==> src/rtl/wishbone_master_bridge.sv <==
// Valid/ready request to single Wishbone classic cycle bridge, one transaction in flight,
// with a bus-timeout abort for unmapped or dead slaves.
module wishbone_master_bridge #(
  parameter int unsigned TIMEOUT_CYCLES = 255
) (
  input  logic        clk,
  input  logic        rst,
  // request side
  input  logic        req_valid,
  output logic        req_ready,
  input  logic        req_we,
  input  logic [31:0] req_addr,
  input  logic [31:0] req_wdata,
  input  logic [3:0]  req_sel,
  // response side
  output logic        rsp_valid,
  input  logic        rsp_ready,
  output logic [31:0] rsp_rdata,
  output logic        rsp_err,
  output logic        rsp_timeout,
  // wishbone master
  output logic        wb_cyc,
  output logic        wb_stb,
  output logic        wb_we,
  output logic [3:0]  wb_sel,
  output logic [31:0] wb_adr,
  output logic [31:0] wb_dat_mosi,
  input  logic [31:0] wb_dat_miso,
  input  logic        wb_ack,
  input  logic        wb_err
);

  localparam int unsigned CntW = $clog2(TIMEOUT_CYCLES + 1);
  localparam logic [CntW-1:0] CntLast = CntW'(TIMEOUT_CYCLES - 1);

  typedef enum logic [1:0] {StIdle, StBus, StResp} state_e;

  state_e        state;
  logic [CntW-1:0] cnt;

  assign req_ready = (state == StIdle);

  always_ff @(posedge clk) begin
    if (rst) begin
      state       <= StIdle;
      cnt         <= '0;
      wb_cyc      <= 1'b0;
      wb_stb      <= 1'b0;
      wb_we       <= 1'b0;
      wb_sel      <= '0;
      wb_adr      <= '0;
      wb_dat_mosi <= '0;
      rsp_valid   <= 1'b0;
      rsp_rdata   <= '0;
      rsp_err     <= 1'b0;
      rsp_timeout <= 1'b0;
    end else begin
      case (state)
        StIdle: begin
          if (req_valid) begin
            wb_we       <= req_we;
            wb_adr      <= req_addr;
            wb_dat_mosi <= req_wdata;
            wb_sel      <= req_sel;
            wb_cyc      <= 1'b1;
            wb_stb      <= 1'b1;
            cnt         <= '0;
            state       <= StBus;
          end
        end
        StBus: begin
          // ack wins over err, err wins over timeout
          if (wb_ack) begin
            rsp_rdata   <= wb_we ? 32'h0 : wb_dat_miso;
            rsp_err     <= 1'b0;
            rsp_timeout <= 1'b0;
          end else if (wb_err) begin
            rsp_rdata   <= '0;
            rsp_err     <= 1'b1;
            rsp_timeout <= 1'b0;
          end else if (cnt == CntLast) begin
            rsp_rdata   <= '0;
            rsp_err     <= 1'b1;
            rsp_timeout <= 1'b1;
          end
          if (wb_ack || wb_err || cnt == CntLast) begin
            wb_cyc    <= 1'b0;
            wb_stb    <= 1'b0;
            rsp_valid <= 1'b1;
            cnt       <= '0;
            state     <= StResp;
          end else begin
            cnt <= cnt + CntW'(1);
          end
        end
        StResp: begin
          if (rsp_ready) begin
            rsp_valid <= 1'b0;
            state     <= StIdle;
          end
        end
        default: state <= StIdle;
      endcase
    end
  end

endmodule

==> config.mk <==
export PLATFORM = sky130hd
export DESIGN_NAME = wishbone_master_bridge
export DESIGN_NICKNAME = d
export VERILOG_FILES = /design/src/rtl/wishbone_master_bridge.sv
export SDC_FILE = /design/constraint.sdc
export NUM_CORES = 1
export LEC_CHECK = 0
export BUFFER_PORTS_ARGS = -buffer_cell sky130_fd_sc_hd__buf_2
export CAP_MARGIN = 0
export CORE_UTILIZATION = 49
export CTS_CLUSTER_DIAMETER = 50
export DETAILED_ROUTE_END_ITERATION = 16
export MAX_ROUTING_LAYER = met4
export PLACE_DENSITY = 0.87
export SYNTH_ARGS = -nofsm -noshare
export SYNTH_HDL_FRONTEND = slang
export SYNTH_SLANG_ARGS = --single-unit
==> constraint.sdc <==
create_clock -name clk -period 2.1 [get_ports clk]
set_input_delay 0.105 -clock clk [delete_from_list [all_inputs] [get_ports clk]]
set_output_delay 0.105 -clock clk [all_outputs]
set_load 0.02 [all_outputs]
==> qor.json, run 1 <==
{
  "routing": {
    "wl_um": 14200,
    "routed_via_density": 5.11,
    "ant_nets": 0,
    "detailedRoute.firstPassIterationCount": 5,
    "dr_total_vias": 4836,
    "drt_iter0_drc": 316,
    "route.detailed.drc": 0,
    "routed_wire_length_per_instance_um": 15.1
  },
  "sta": {
    "tns_ns": 0,
    "finalHoldWorstSlack_ns": 0.0528,
    "skew_final_ns": 0.0131,
    "fmax_mhz": 529,
    "final-setup-viol-count": 0,
    "maxSlewViolCount": 0,
    "fin_crit_sh_pct": 90.0,
    "grt_setup_unrepaired": "no",
    "period_needed_ns": 1.89,
    "hold_viol": 0,
    "remaining_max_slew_budget_at_the_tightest_pin_pct": 50.9,
    "tightest_slew_ns": 0.737
  },
  "layout": {
    "mostFrequentLayoutCells": "sky130_fd_sc_hd__buf_2 (212), sky130_fd_sc_hd__nand2_1 (176), sky130_fd_sc_hd__dfxtp_1 (115)",
    "drive_gt1_share_pct": 31.1,
    "final_common_cell": "sky130_fd_sc_hd__buf_2",
    "antenna-diode-count": 0,
    "fin_nets": 934,
    "finish.utilization_pct": 82.0,
    "fillCellCount": 481,
    "flow.area_growth_from_synthesis_pct": 61.9
  },
  "synth": {
    "synth-seq-area-share_pct": 52.1,
    "post_synth_main_area_contributors": "sky130_fd_sc_hd__dfxtp_1 (52%), sky130_fd_sc_hd__nand2_1 (15%), sky130_fd_sc_hd__a21oi_1 (8.6%)",
    "post-synth-top-area-fraction_pct": 52.1,
    "number_of_register_bits_inferred_by_synthesis": 115,
    "ys_types": 36,
    "mappedNetlistNets": 629,
    "syn-instance-count": 520,
    "synth_area_um2": 4420,
    "avgSynthCellArea_um2": 8.49,
    "netlist.top_cell.by_area": "sky130_fd_sc_hd__dfxtp_1",
    "yosys_warnings": 0
  },
  "power": {
    "ir_drop_mv": 0.638,
    "p_per_area_nw_per_um2": 879,
    "p_leak_nw": 3.45,
    "p_total_mw": 6.29
  },
  "floorplan": {
    "initial_utilization_pct": 50.6,
    "die_height_um": 96.9,
    "placeableCoreArea_um2": 8720,
    "dieArea_um2": 9400,
    "num_rows": 34,
    "design.portCount": 214,
    "die_width_um": 96.9
  },
  "grt": {
    "pin_count_of_the_biggest_net_entering_global_routing": 81,
    "grt.total_usage_pct": 30.7,
    "grt_overflow_total": 0,
    "antenna_found_initial": 0,
    "grt_first_pass_wirelength_um": 22700,
    "first_global_vias": 4822
  },
  "placed_design": {
    "place.gp.congestion": 0.758,
    "io_buffers": 213,
    "dp.final_hpwl_um": 7500
  },
  "clock_network": {
    "clock_tree.root_cell": "sky130_fd_sc_hd__clkbuf_8",
    "ctsHtreeMaxLevel": 4,
    "postCtsResizedCells": 0,
    "insertion_delay_ns": 0.50,
    "ctsLongestPathBuffers": 2,
    "cts_tree": "built",
    "cts_clk_pin_slew_worst_paths_ns": 0.06,
    "post_cts_hold_buffer_count": 104,
    "post_cts.repair.setup_buffers": 0,
    "cts_num_sinks": 115,
    "tritoncts.num_buffers": 17
  },
  "worst_setup_path": {
    "crit_chain": "inv_1, ha_1, nand3_1, o21ai_2, nand2_4, mux2i_1",
    "cp_num_buf_inv": 1,
    "worst-endpoint-arrival_ns": 2.27,
    "required_ns": 2.48,
    "worst_path_max_delay_cell": "sky130_fd_sc_hd__nand2_4",
    "setup.worst_path.class": "register to register",
    "family_with_the_most_delay_on_the_worst_path": "simple AND/OR/NAND/NOR gates",
    "cpPeakStageDelay_ns": 0.45,
    "critPathMaxFanout": 34,
    "end_kind": "register",
    "critical_path.startpoint_type": "register"
  },
  "run": {
    "max_cap_viol_count": 0
  },
  "worst_hold_path": {
    "hold_path.class": "primary input to register"
  },
  "run_status": {
    "status": "completed"
  }
}
-- synthesized netlist by cell type, drive strengths merged --
cell type and count:
a211oi 1, a21oi 76, a22oi 1, and2 3, buf 15, clkbuf 22, dfxtp 115, ha 2
inv 4, mux2i 32, nand2 178, nand2b 33, nand3 3, nand3b 1, nand4 2, nor2 8
nor2b 1, nor3 2, nor3b 1, nor4 4, o211a 1, o21a 4, o21ai 4, o21ba 1
o21bai 1, o22ai 1, or3b 1, xnor2 2, xor2 1
-- where the power goes --
part,total [mW],leakage [nW],switching [mW],internal [mW]
clock network,3.04,0.300,1.02,2.02
registers,2.36,0.939,0.0607,2.30
logic,0.891,2.21,0.496,0.394
total,6.29,3.45,1.57,4.72
-- logic make-up after synthesis --
family | share of synthesized area, %
and+or+nand+nor | 23.7
xor gates and xnor gates | 0.595
DFF | 52.1
muxes | 7.25
buffers and inverters | 4.82
adders and majority gates | 0.566
AOI/OAI and AO/OA | 10.9
-- per-stage QoR --
step / setup WS, ns / cell area (um^2) / instances
after floorplan: 0.685 / 4420 / 520
after detailed placement: 0.416 / 5480 / 810
final: 0.210 / 7150 / 946
after global routing: 0.152 / 7150 / 946
after CTS: 0.369 / 7150 / 946
after global placement: 0.532 / 5480 / 810
-- worst min-delay path, cell delays in order --
cell and delay [ns]:
sky130_fd_sc_hd__buf_2 0.11, sky130_fd_sc_hd__o21ba_2 0.16, sky130_fd_sc_hd__a211oi_1 0.10
-- registers in the layout (all words and copies together), names as in the netlist --
name         flops
state            2
cnt              8
wb_stb           1
wb_dat_mosi     32
wb_adr          32
wb_sel           4
rsp_valid        1
rsp_rdata       32
wb_we            1
rsp_timeout      1
rsp_err          1
-- area by class of cell --
type	instances	area (um^2)	share of cell area (%)
flip-flops and latches	115	2300	32.2
repair buffers	323	2150	30.1
multi-input cells	364	1910	26.7
clock buffers	20	455	6.37
clock inverters	12	178	2.48
well taps	108	135	1.89
inverters	4	15.0	0.210
-- final timing paths --
path	from	to	slack [ns]	depth (start not counted)
hold reg to reg	wb_dat_mosi[30]	wb_dat_mosi[30]	0.45	2
setup / recovery	cnt[0]	rsp_rdata[16]	0.21	6
setup reg to reg	cnt[0]	rsp_rdata[16]	0.21	6
hold / removal	req_valid	cnt[0]	0.05	3
-- routing by layer --
metal,routed length [um],share of wire (%),vias to the layer above,global-route usage (%)
met5,0,0,-,-
met4,558,3.9,0,15.7
met3,661,4.6,52,5.13
met2,7640,54,240,55.1
met1,5380,38,2248,32.2
li1,-,-,2296,-
Power figures use the tool's default switching activity.
==> run 2: changes to the inputs <==
--- a/config.mk
+++ b/config.mk
@@ -5,6 +5,7 @@
 export SDC_FILE = /design/constraint.sdc
 export NUM_CORES = 1
 export LEC_CHECK = 0
+export ABC_AREA = 1
 export BUFFER_PORTS_ARGS = -buffer_cell sky130_fd_sc_hd__buf_2
 export CAP_MARGIN = 0
 export CORE_UTILIZATION = 49
@@ -12,6 +13,7 @@
 export DETAILED_ROUTE_END_ITERATION = 16
 export MAX_ROUTING_LAYER = met4
 export PLACE_DENSITY = 0.87
+export RECOVER_POWER = 25
 export SYNTH_ARGS = -nofsm -noshare
 export SYNTH_HDL_FRONTEND = slang
 export SYNTH_SLANG_ARGS = --single-unit
==> run 2 against run 1 <==
Core utilization shrank 0.86 points; sequential cell count stayed put; first-iteration DRC count is 23% lower; clock skew shrank 0.0066 ns; critical path depth is 5 higher; sequential power is 5% higher; synthesized cell count rose by 17%; via count is 12% higher; clock power fell by 12%; area after synthesis rose by 0.23%; clock-buffer cell count down 2; global-route usage rose by 6.7 points; critical path type unchanged; critical endpoint is now rsp_rdata[7]; largest cell class unchanged.
==> qor.json, run 2 <==
{
  "clock_network": {
    "ctsLongestPathBuffers": {"value": 2, "change": "unchanged"},
    "postCtsResizedCells": {"value": 0, "change": "unchanged"},
    "cts_num_sinks": {"value": 115, "change": "unchanged"},
    "cts_tree": "built",
    "ctsHtreeMaxLevel": {"value": 4, "change": "unchanged"},
    "cts_clk_pin_slew_worst_paths": {"value": 0.06, "unit": "ns", "change": "about the same"},
    "insertion_delay": {"value": 0.49, "unit": "ns", "change": "about the same"},
    "clock_tree.root_cell": "sky130_fd_sc_hd__clkbuf_8",
    "tritoncts.num_buffers": {"value": 17, "change": "unchanged"},
    "post_cts.repair.setup_buffers": {"value": 0, "change": "unchanged"},
    "post_cts_hold_buffer_count": {"value": 105, "change": "+0.96%"}
  },
  "layout": {
    "mostFrequentLayoutCells": "sky130_fd_sc_hd__nor2_1 (183), sky130_fd_sc_hd__buf_2 (158), sky130_fd_sc_hd__dfxtp_1 (115)",
    "layout_top_registers": "rsp_rdata (32), wb_adr (32), wb_dat_mosi (32)",
    "drive_gt1_share": {"value": 22.6, "unit": "%", "change": "-8.6 points"},
    "final_cell_count_no_fill": {"value": 1040, "change": "+9.9%"},
    "post-route-cell-area": {"value": 7080, "unit": "um^2", "change": "-1.0%"},
    "finish.utilization": {"value": 81.1, "unit": "%", "change": "-0.86 points"},
    "final_common_cell": "sky130_fd_sc_hd__nor2_1",
    "flow.area_growth_from_synthesis_pct": 59.9,
    "fillCellCount": {"value": 520, "change": "+8.1%"},
    "fin_nets": {"value": 1027, "change": "+10%"}
  },
  "synth": {
    "synthArstFlopShare": {"value": 0, "unit": "%", "change": "unchanged"},
    "yosys_warnings": {"value": 0, "change": "unchanged"},
    "synth_area": {"value": 4430, "unit": "um^2", "change": "+0.23%"},
    "netlist_top_cells_count": "sky130_fd_sc_hd__nor2_1 (184), sky130_fd_sc_hd__dfxtp_1 (115), sky130_fd_sc_hd__nand2_1 (85), sky130_fd_sc_hd__o21ai_0 (72), sky130_fd_sc_hd__inv_1 (50)",
    "synth-seq-area-share": {"value": 52.0, "unit": "%", "change": "-0.12 points"},
    "post-synth-top-count-cell": "sky130_fd_sc_hd__nor2_1",
    "avgSynthCellArea": {"value": 7.28, "unit": "um^2", "change": "-14%"},
    "ys_types": {"value": 21, "change": "-42%"},
    "syn-instance-count": {"value": 608, "change": "+17%"},
    "mappedNetlistNets": {"value": 717, "change": "+14%"},
    "synth-main-ff-cell": "sky130_fd_sc_hd__dfxtp_1",
    "post_synth_main_area_contributors": "sky130_fd_sc_hd__dfxtp_1 (52%), sky130_fd_sc_hd__nor2_1 (16%), sky130_fd_sc_hd__o21ai_0 (8.1%)",
    "synth_edf_count": {"value": 0, "change": "unchanged"},
    "post-synth-top-area-fraction": {"value": 52.0, "unit": "%", "change": "-0.12 points"},
    "netlist.top_cell.by_area": "sky130_fd_sc_hd__dfxtp_1",
    "number_of_register_bits_inferred_by_synthesis": {"value": 115, "change": "unchanged"}
  },
  "sta": {
    "final-setup-viol-count": {"value": 0, "change": "unchanged"},
    "fin_ws": {"value": 0.370, "unit": "ns", "change": "+0.160 ns"},
    "grt_setup_unrepaired": "no",
    "maxSlewViolCount": {"value": 0, "change": "unchanged"},
    "remaining_max_slew_budget_at_the_tightest_pin": {"value": 60.8, "unit": "%", "change": "+9.9 points"},
    "fmax": {"value": 578, "unit": "MHz", "change": "+9.2%"},
    "tns": {"value": 0, "unit": "ns", "change": "unchanged"},
    "hold_viol": {"value": 0, "change": "unchanged"},
    "skew_final": {"value": 0.00651, "unit": "ns", "change": "-0.00661 ns"},
    "period_needed": {"value": 1.73, "unit": "ns", "change": "-0.160 ns"},
    "tightest_slew": {"value": 0.584, "unit": "ns", "change": "-0.153 ns"},
    "fin_crit_sh": {"value": 82.4, "unit": "%", "change": "-7.6 points"},
    "finalHoldWorstSlack": {"value": 0.116, "unit": "ns", "change": "+0.0634 ns"}
  },
  "grt": {
    "pin_count_of_the_biggest_net_entering_global_routing": {"value": 62, "change": "-23%"},
    "first_global_vias": {"value": 5507, "change": "+14%"},
    "grt.total_usage": {"value": 37.4, "unit": "%", "change": "+6.7 points"},
    "grt_first_pass_wirelength": {"value": 27000, "unit": "um", "change": "+19%"},
    "antenna_found_initial": {"value": 1, "change": "+1"},
    "grt_overflow_total": {"value": 0, "change": "unchanged"}
  },
  "power": {
    "p_per_area": {"value": 899, "unit": "nW/um^2", "change": "+2.2%"},
    "p_leak": {"value": 3.39, "unit": "nW", "change": "-1.7%"},
    "p_sw": {"value": 1.93, "unit": "mW", "change": "+23%"},
    "ir_drop": {"value": 0.680, "unit": "mV", "change": "+6.6%"},
    "portion_of_total_power_attributed_to_sequential_cells": {"value": 38.9, "unit": "%", "change": "+1.4 points"},
    "combinationalPowerShare": {"value": 19.0, "unit": "%", "change": "+4.8 points"},
    "p_total": {"value": 6.36, "unit": "mW", "change": "+1.2%"},
    "pwr-share-clk": {"value": 42.2, "unit": "%", "change": "-6.1 points"},
    "power.internal": {"value": 4.43, "unit": "mW", "change": "-6.1%"},
    "sw_frac_of_total": {"value": 30.4, "unit": "%", "change": "+5.4 points"}
  },
  "floorplan": {
    "design.portCount": {"value": 214, "change": "unchanged"},
    "num_rows": {"value": 34, "change": "unchanged"},
    "dieArea": {"value": 9420, "unit": "um^2", "change": "+0.23%"},
    "die_width": {"value": 97.1, "unit": "um", "change": "+0.11%"},
    "initial_utilization": {"value": 50.8, "unit": "%", "change": "+0.11 points"},
    "placeableCoreArea": {"value": 8720, "unit": "um^2", "change": "unchanged"},
    "die_height": {"value": 97.1, "unit": "um", "change": "+0.11%"}
  },
  "placed_design": {
    "dp.final_hpwl": {"value": 8040, "unit": "um", "change": "+7.2%"},
    "placedCellCount": {"value": 902, "change": "+11%"},
    "io_buffers": {"value": 213, "change": "unchanged"},
    "place.gp.congestion": {"value": 0.829, "change": "+9.4%"},
    "dpl_cell_area": {"value": 5530, "unit": "um^2", "change": "+1.0%"},
    "place_ws": {"value": 0.458, "unit": "ns", "change": "+0.0421 ns"}
  },
  "routing": {
    "route.detailed.drc": {"value": 0, "change": "unchanged"},
    "routed_wire_length_per_instance": {"value": 16.5, "unit": "um", "change": "+9.5%"},
    "ant_nets": {"value": 0, "change": "unchanged"},
    "dr_total_vias": {"value": 5406, "change": "+12%"},
    "drt_iter0_drc": {"value": 244, "change": "-23%"},
    "wl": {"value": 17100, "unit": "um", "change": "+20%"},
    "routed_via_density": {"value": 5.20, "change": "+1.7%"},
    "detailedRoute.firstPassIterationCount": {"value": 4, "change": "-1"}
  },
  "worst_hold_path": {
    "hold_path.class": "primary input to register"
  },
  "worst_setup_path": {
    "setup.worst_path.class": "register to register",
    "worst-endpoint-arrival": {"value": 2.11, "unit": "ns", "change": "-0.16 ns"},
    "end_kind": "register",
    "critical_path.startpoint_type": "register",
    "critPathMaxFanout": {"value": 33, "change": "-2.9%"},
    "required": {"value": 2.48, "unit": "ns", "change": "about the same"},
    "timing.reg2reg.setup_slack": {"value": 0.37, "unit": "ns", "change": "+0.16 ns"}
  },
  "run_status": {
    "status": "completed"
  },
  "run": {
    "max_cap_viol_count": {"value": 0, "change": "unchanged"}
  }
}
[run 2: power by group through the flow]
| stage | clock [mW] | combinational (mW) | sequential (mW) |
|---|---|---|---|
| after floorplan | 0 | 0.407 | 2.71 |
| after global placement | 0 | 0.969 | 2.49 |
| after detailed placement | 0 | 0.983 | 2.49 |
| after CTS | 2.69 | 1.14 | 2.45 |
| after global routing | 2.83 | 1.29 | 2.49 |
| final | 2.68 | 1.21 | 2.47 |
[run 2: worst paths after layout]
check | from | to | cells past startpoint
worst max register to register | cnt[0] | rsp_rdata[7] | 11
worst min register to register | rsp_err | rsp_err | 2
worst min-delay path | req_valid | cnt[6] | 4
worst max-delay path | cnt[0] | rsp_rdata[7] | 11
[run 2: layout make-up]
cell class / count / area (um^2) / area share [%]
Antenna cell: 1 / 2.50 / 0.0354
Clock buffer: 18 / 428 / 6.05
Clock inverter: 14 / 130 / 1.84
Inverter: 52 / 195 / 2.76
Multi-Input combinational cell: 404 / 1740 / 24.5
Sequential cell: 115 / 2300 / 32.5
Tap cell: 108 / 135 / 1.91
Timing Repair Buffer: 328 / 2150 / 30.4
[run 2: kinds of logic after synthesis]
family                   synth area share [%]
AO/OA/AOI/OAI                            13.2
XOR/XNOR                                0.594
adder cells (fa/ha/maj)                 0.565
buffers and inverters                    8.85
flip-flops                               52.0
AND/OR/NAND/NOR                          24.8
[run 2: worst max-delay path: stages, from the launching register on]
cell and delay (ns):
sky130_fd_sc_hd__dfxtp_1 0.35, sky130_fd_sc_hd__inv_1 0.07, sky130_fd_sc_hd__ha_1 0.19, sky130_fd_sc_hd__nand2_1 0.06, sky130_fd_sc_hd__nor2_1 0.04, sky130_fd_sc_hd__nand2_2 0.07
sky130_fd_sc_hd__nand2_2 0.07, sky130_fd_sc_hd__nand2_4 0.28, sky130_fd_sc_hd__buf_4 0.25, sky130_fd_sc_hd__nand2_1 0.08, sky130_fd_sc_hd__nand2_1 0.09, sky130_fd_sc_hd__nor2_1 0.07
[run 2: layer usage]
layer	track usage [%]	wire length, um	up-vias
met5	-	0	-
met4	24.5	1100	0
met3	10.6	1620	92
met2	62.8	8270	386
met1	38.1	6150	2423
li1	-	-	2505
==> run 3: changes to the inputs <==
--- a/config.mk
+++ b/config.mk
@@ -8,11 +8,11 @@
 export ABC_AREA = 1
 export BUFFER_PORTS_ARGS = -buffer_cell sky130_fd_sc_hd__buf_2
 export CAP_MARGIN = 0
-export CORE_UTILIZATION = 49
+export CORE_UTILIZATION = 46
 export CTS_CLUSTER_DIAMETER = 50
 export DETAILED_ROUTE_END_ITERATION = 16
 export MAX_ROUTING_LAYER = met4
-export PLACE_DENSITY = 0.87
+export PLACE_DENSITY = 0.83
 export RECOVER_POWER = 25
 export SYNTH_ARGS = -nofsm -noshare
 export SYNTH_HDL_FRONTEND = slang
==> constraint.sdc (replaced) <==
create_clock -name clk -period 1.7 [get_ports clk]
set_input_delay 0.085 -clock clk [delete_from_list [all_inputs] [get_ports clk]]
set_output_delay 0.085 -clock clk [all_outputs]
set_load 0.02 [all_outputs]
==> run 3 against run 2 <==
Via count decreased by 2.6%; clock-buffer cell count unchanged; wire length decreased by 6.3%; maximum frequency increased by 11%; worst setup slack got worse by 0.23 ns; clock skew increased by 0.0058 ns; sequential cell count unchanged; cell count increased by 2.0%; cell area increased by 1.6%; combinational power increased by 23%; clock power increased by 30%; global-route usage decreased by 4.4 points; critical path type unchanged.
==> qor.json, run 3 (synthesis gave the netlist of run 2 again) <==
{
  "worst_setup_path": {
    "end_kind": "register",
    "worst_r2r_endpoint": "rsp_rdata[15]",
    "r2r-start": "cnt[0]",
    "timing.reg2reg.setup_slack": {"value": 0.14, "unit": "ns", "change": "-0.23 ns"},
    "required": {"value": 2.08, "unit": "ns", "change": "-0.40 ns"},
    "critical_path.startpoint_type": "register",
    "setup.worst_path.class": "register to register",
    "critPathMaxFanout": {"value": 49, "change": "+48%"},
    "rr_worst_depth": {"value": 11, "change": "unchanged"},
    "worst-endpoint-arrival": {"value": 1.93, "unit": "ns", "change": "-0.18 ns"}
  },
  "floorplan": {
    "die_height": {"value": 100, "unit": "um", "change": "+3.1%"},
    "dieArea": {"value": 10000, "unit": "um^2", "change": "+6.4%"},
    "initial_utilization": {"value": 47.7, "unit": "%", "change": "-3.1 points"},
    "die_width": {"value": 100, "unit": "um", "change": "+3.1%"},
    "placeableCoreArea": {"value": 9280, "unit": "um^2", "change": "+6.5%"},
    "num_rows": {"value": 35, "change": "+2.9%"},
    "design.portCount": {"value": 214, "change": "unchanged"}
  },
  "routing": {
    "dr_total_vias": {"value": 5266, "change": "-2.6%"},
    "detailedRoute.firstPassIterationCount": {"value": 5, "change": "+1"},
    "drt_iter0_drc": {"value": 206, "change": "-16%"},
    "routed_wire_length_per_instance": {"value": 15.1, "unit": "um", "change": "-8.2%"},
    "ant_nets": {"value": 0, "change": "unchanged"},
    "route.detailed.drc": {"value": 0, "change": "unchanged"},
    "routed_via_density": {"value": 4.96, "change": "-4.5%"},
    "wl": {"value": 16100, "unit": "um", "change": "-6.3%"}
  },
  "sta": {
    "grt_setup_unrepaired": "no",
    "fin_crit_sh": {"value": 91.5, "unit": "%", "change": "+9.1 points"},
    "maxSlewViolCount": {"value": 0, "change": "unchanged"},
    "skew_final": {"value": 0.0123, "unit": "ns", "change": "+0.00578 ns"},
    "final-setup-viol-count": {"value": 0, "change": "unchanged"},
    "fin_ws": {"value": 0.145, "unit": "ns", "change": "-0.225 ns"},
    "period_needed": {"value": 1.56, "unit": "ns", "change": "-0.175 ns"},
    "hold_viol": {"value": 0, "change": "unchanged"},
    "fmax": {"value": 643, "unit": "MHz", "change": "+11%"},
    "tightest_slew": {"value": 0.330, "unit": "ns", "change": "-0.254 ns"},
    "tns": {"value": 0, "unit": "ns", "change": "unchanged"},
    "remaining_max_slew_budget_at_the_tightest_pin": {"value": 78.0, "unit": "%", "change": "+17 points"}
  },
  "worst_hold_path": {
    "worst_hold_launch": "req_valid",
    "worst_hold_path.endpoint": "cnt[1]",
    "hold_path.class": "primary input to register",
    "hold-path-cell-count": {"value": 5, "change": "+1"}
  },
  "clock_network": {
    "insertion_delay": {"value": 0.50, "unit": "ns", "change": "about the same"},
    "postCtsResizedCells": {"value": 0, "change": "unchanged"},
    "ctsHtreeMaxLevel": {"value": 4, "change": "unchanged"},
    "clock_tree.root_cell": "sky130_fd_sc_hd__clkbuf_8",
    "post_cts.repair.setup_buffers": {"value": 0, "change": "unchanged"},
    "ctsLongestPathBuffers": {"value": 2, "change": "unchanged"},
    "cts_num_sinks": {"value": 115, "change": "unchanged"},
    "tritoncts.num_buffers": {"value": 17, "change": "unchanged"},
    "cts_tree": "built",
    "cts_clk_pin_slew_worst_paths": {"value": 0.06, "unit": "ns", "change": "about the same"}
  },
  "grt": {
    "pin_count_of_the_biggest_net_entering_global_routing": {"value": 69, "change": "+11%"},
    "first_global_vias": {"value": 5274, "change": "-4.2%"},
    "antenna_found_initial": {"value": 0, "change": "-1"},
    "grt.total_usage": {"value": 33.0, "unit": "%", "change": "-4.4 points"},
    "grt_first_pass_wirelength": {"value": 24900, "unit": "um", "change": "-7.8%"},
    "grt_overflow_total": {"value": 0, "change": "unchanged"}
  },
  "run": {
    "max_cap_viol_count": {"value": 0, "change": "unchanged"}
  },
  "placed_design": {
    "io_buffers": {"value": 213, "change": "unchanged"},
    "place.gp.congestion": {"value": 0.777, "change": "-6.3%"},
    "dp.final_hpwl": {"value": 7690, "unit": "um", "change": "-4.4%"},
    "place_ws": {"value": 0.227, "unit": "ns", "change": "-0.232 ns"}
  },
  "layout": {
    "flow.area_growth_from_synthesis_pct": 62.4,
    "drive_gt1_share": {"value": 22.4, "unit": "%", "change": "-0.13 points"},
    "fillCellCount": {"value": 598, "change": "+15%"},
    "fin_nets": {"value": 1029, "change": "+0.19%"},
    "layout_top_registers": "rsp_rdata (32), wb_adr (32), wb_dat_mosi (32)",
    "final_common_cell": "sky130_fd_sc_hd__nor2_1",
    "mostFrequentLayoutCells": "sky130_fd_sc_hd__nor2_1 (183), sky130_fd_sc_hd__buf_2 (158), sky130_fd_sc_hd__dfxtp_1 (115)",
    "antenna-diode-count": {"value": 0, "change": "-1"}
  },
  "power": {
    "ir_drop": {"value": 0.676, "unit": "mV", "change": "-0.63%"},
    "p_per_area": {"value": 1120, "unit": "nW/um^2", "change": "+24%"},
    "p_leak": {"value": 3.44, "unit": "nW", "change": "+1.6%"}
  },
  "run_status": {
    "status": "completed"
  }
}
==> run 3: changes by cell type in the layout (fill, tap and decap cells not counted), moves of 2 or more <==
cell	change
sky130_fd_sc_hd__clkinv_4	+2
sky130_fd_sc_hd__buf_4	-3
sky130_fd_sc_hd__buf_12	+4
sky130_fd_sc_hd__clkinv_2	+2
sky130_fd_sc_hd__inv_6	-3
sky130_fd_sc_hd__bufinv_16	+2
sky130_fd_sc_hd__clkinvlp_4	-4
==> run 3: area by class of cell <==
| class | instances | area, um^2 | share of cell area (%) |
|---|---|---|---|
| Clock buffer | 18 | 418 | 5.81 |
| Clock inverter | 13 | 161 | 2.25 |
| Inverter | 52 | 195 | 2.71 |
| Multi-Input combinational cell | 404 | 1740 | 24.1 |
| Sequential cell | 115 | 2300 | 32.0 |
| Tap cell | 129 | 161 | 2.25 |
| Timing Repair Buffer | 330 | 2220 | 30.8 |
==> run 3: metal layers <==
| metal | wire [um] | part of all wire (%) | track usage [%] | up-vias |
|---|---|---|---|---|
| li1 | - | - | - | 2506 |
| met5 | 0 | 0 | - | - |
| met3 | 1200 | 7.4 | 7.24 | 68 |
| met2 | 7850 | 49 | 56.5 | 296 |
| met1 | 6120 | 38 | 34.7 | 2396 |
| met4 | 886 | 5.5 | 20.6 | 0 |
==> run 3: power breakdown <==
| group | internal (mW) | leakage (nW) | switching, mW |
|---|---|---|---|
| clock network | 2.22 | 0.285 | 1.26 |
| registers | 2.92 | 0.948 | 0.131 |
| logic | 0.583 | 2.21 | 0.905 |
==> run 3: what timing repair did <==
action | in CTS | in global routing
setup endpoints to repair | 0 | 0
hold buffers | 106 | 0
hold endpoints to repair | 111 | 0
==> run 3: how the worst max path moves through the flow <==
stage,from,to,slack (ns)
after global routing,cnt[0],rsp_rdata[15],0.03
after floorplan,cnt[0],rsp_rdata[21],0.39
after global placement,cnt[0],rsp_rdata[0],0.29
final,cnt[0],rsp_rdata[15],0.14
after detailed placement,cnt[0],rsp_rdata[5],0.23
after CTS,cnt[0],rsp_rdata[30],0.18
==> run 3: worst max-delay path, stage by stage, from the launching register on <==
cell and delay (ns):
sky130_fd_sc_hd__dfxtp_1 0.36, sky130_fd_sc_hd__inv_1 0.08, sky130_fd_sc_hd__ha_1 0.19, sky130_fd_sc_hd__nand2_1 0.06, sky130_fd_sc_hd__nor2_1 0.04, sky130_fd_sc_hd__nand2_2 0.07, sky130_fd_sc_hd__nand2_2 0.07, sky130_fd_sc_hd__nand2_4 0.10
sky130_fd_sc_hd__buf_12 0.22, sky130_fd_sc_hd__nand2_1 0.09, sky130_fd_sc_hd__nand2_1 0.08, sky130_fd_sc_hd__nor2_1 0.06
==> run 3: metrics by stage <==
stage	utilization [%]	hold slack (ns)	std cells	cell area [um^2]	power, mW
2_1_floorplan	-	0.223	608	4430	3.85
3_3_place_gp	60.5	0.314	924	5620	4.29
3_5_place_dp	60.5	0.320	924	5620	4.31
4_1_cts	78.2	0.0432	1061	7260	7.96
5_1_grt	77.4	0.0810	1061	7190	8.32
6_report	77.4	0.0689	1061	7190	8.02
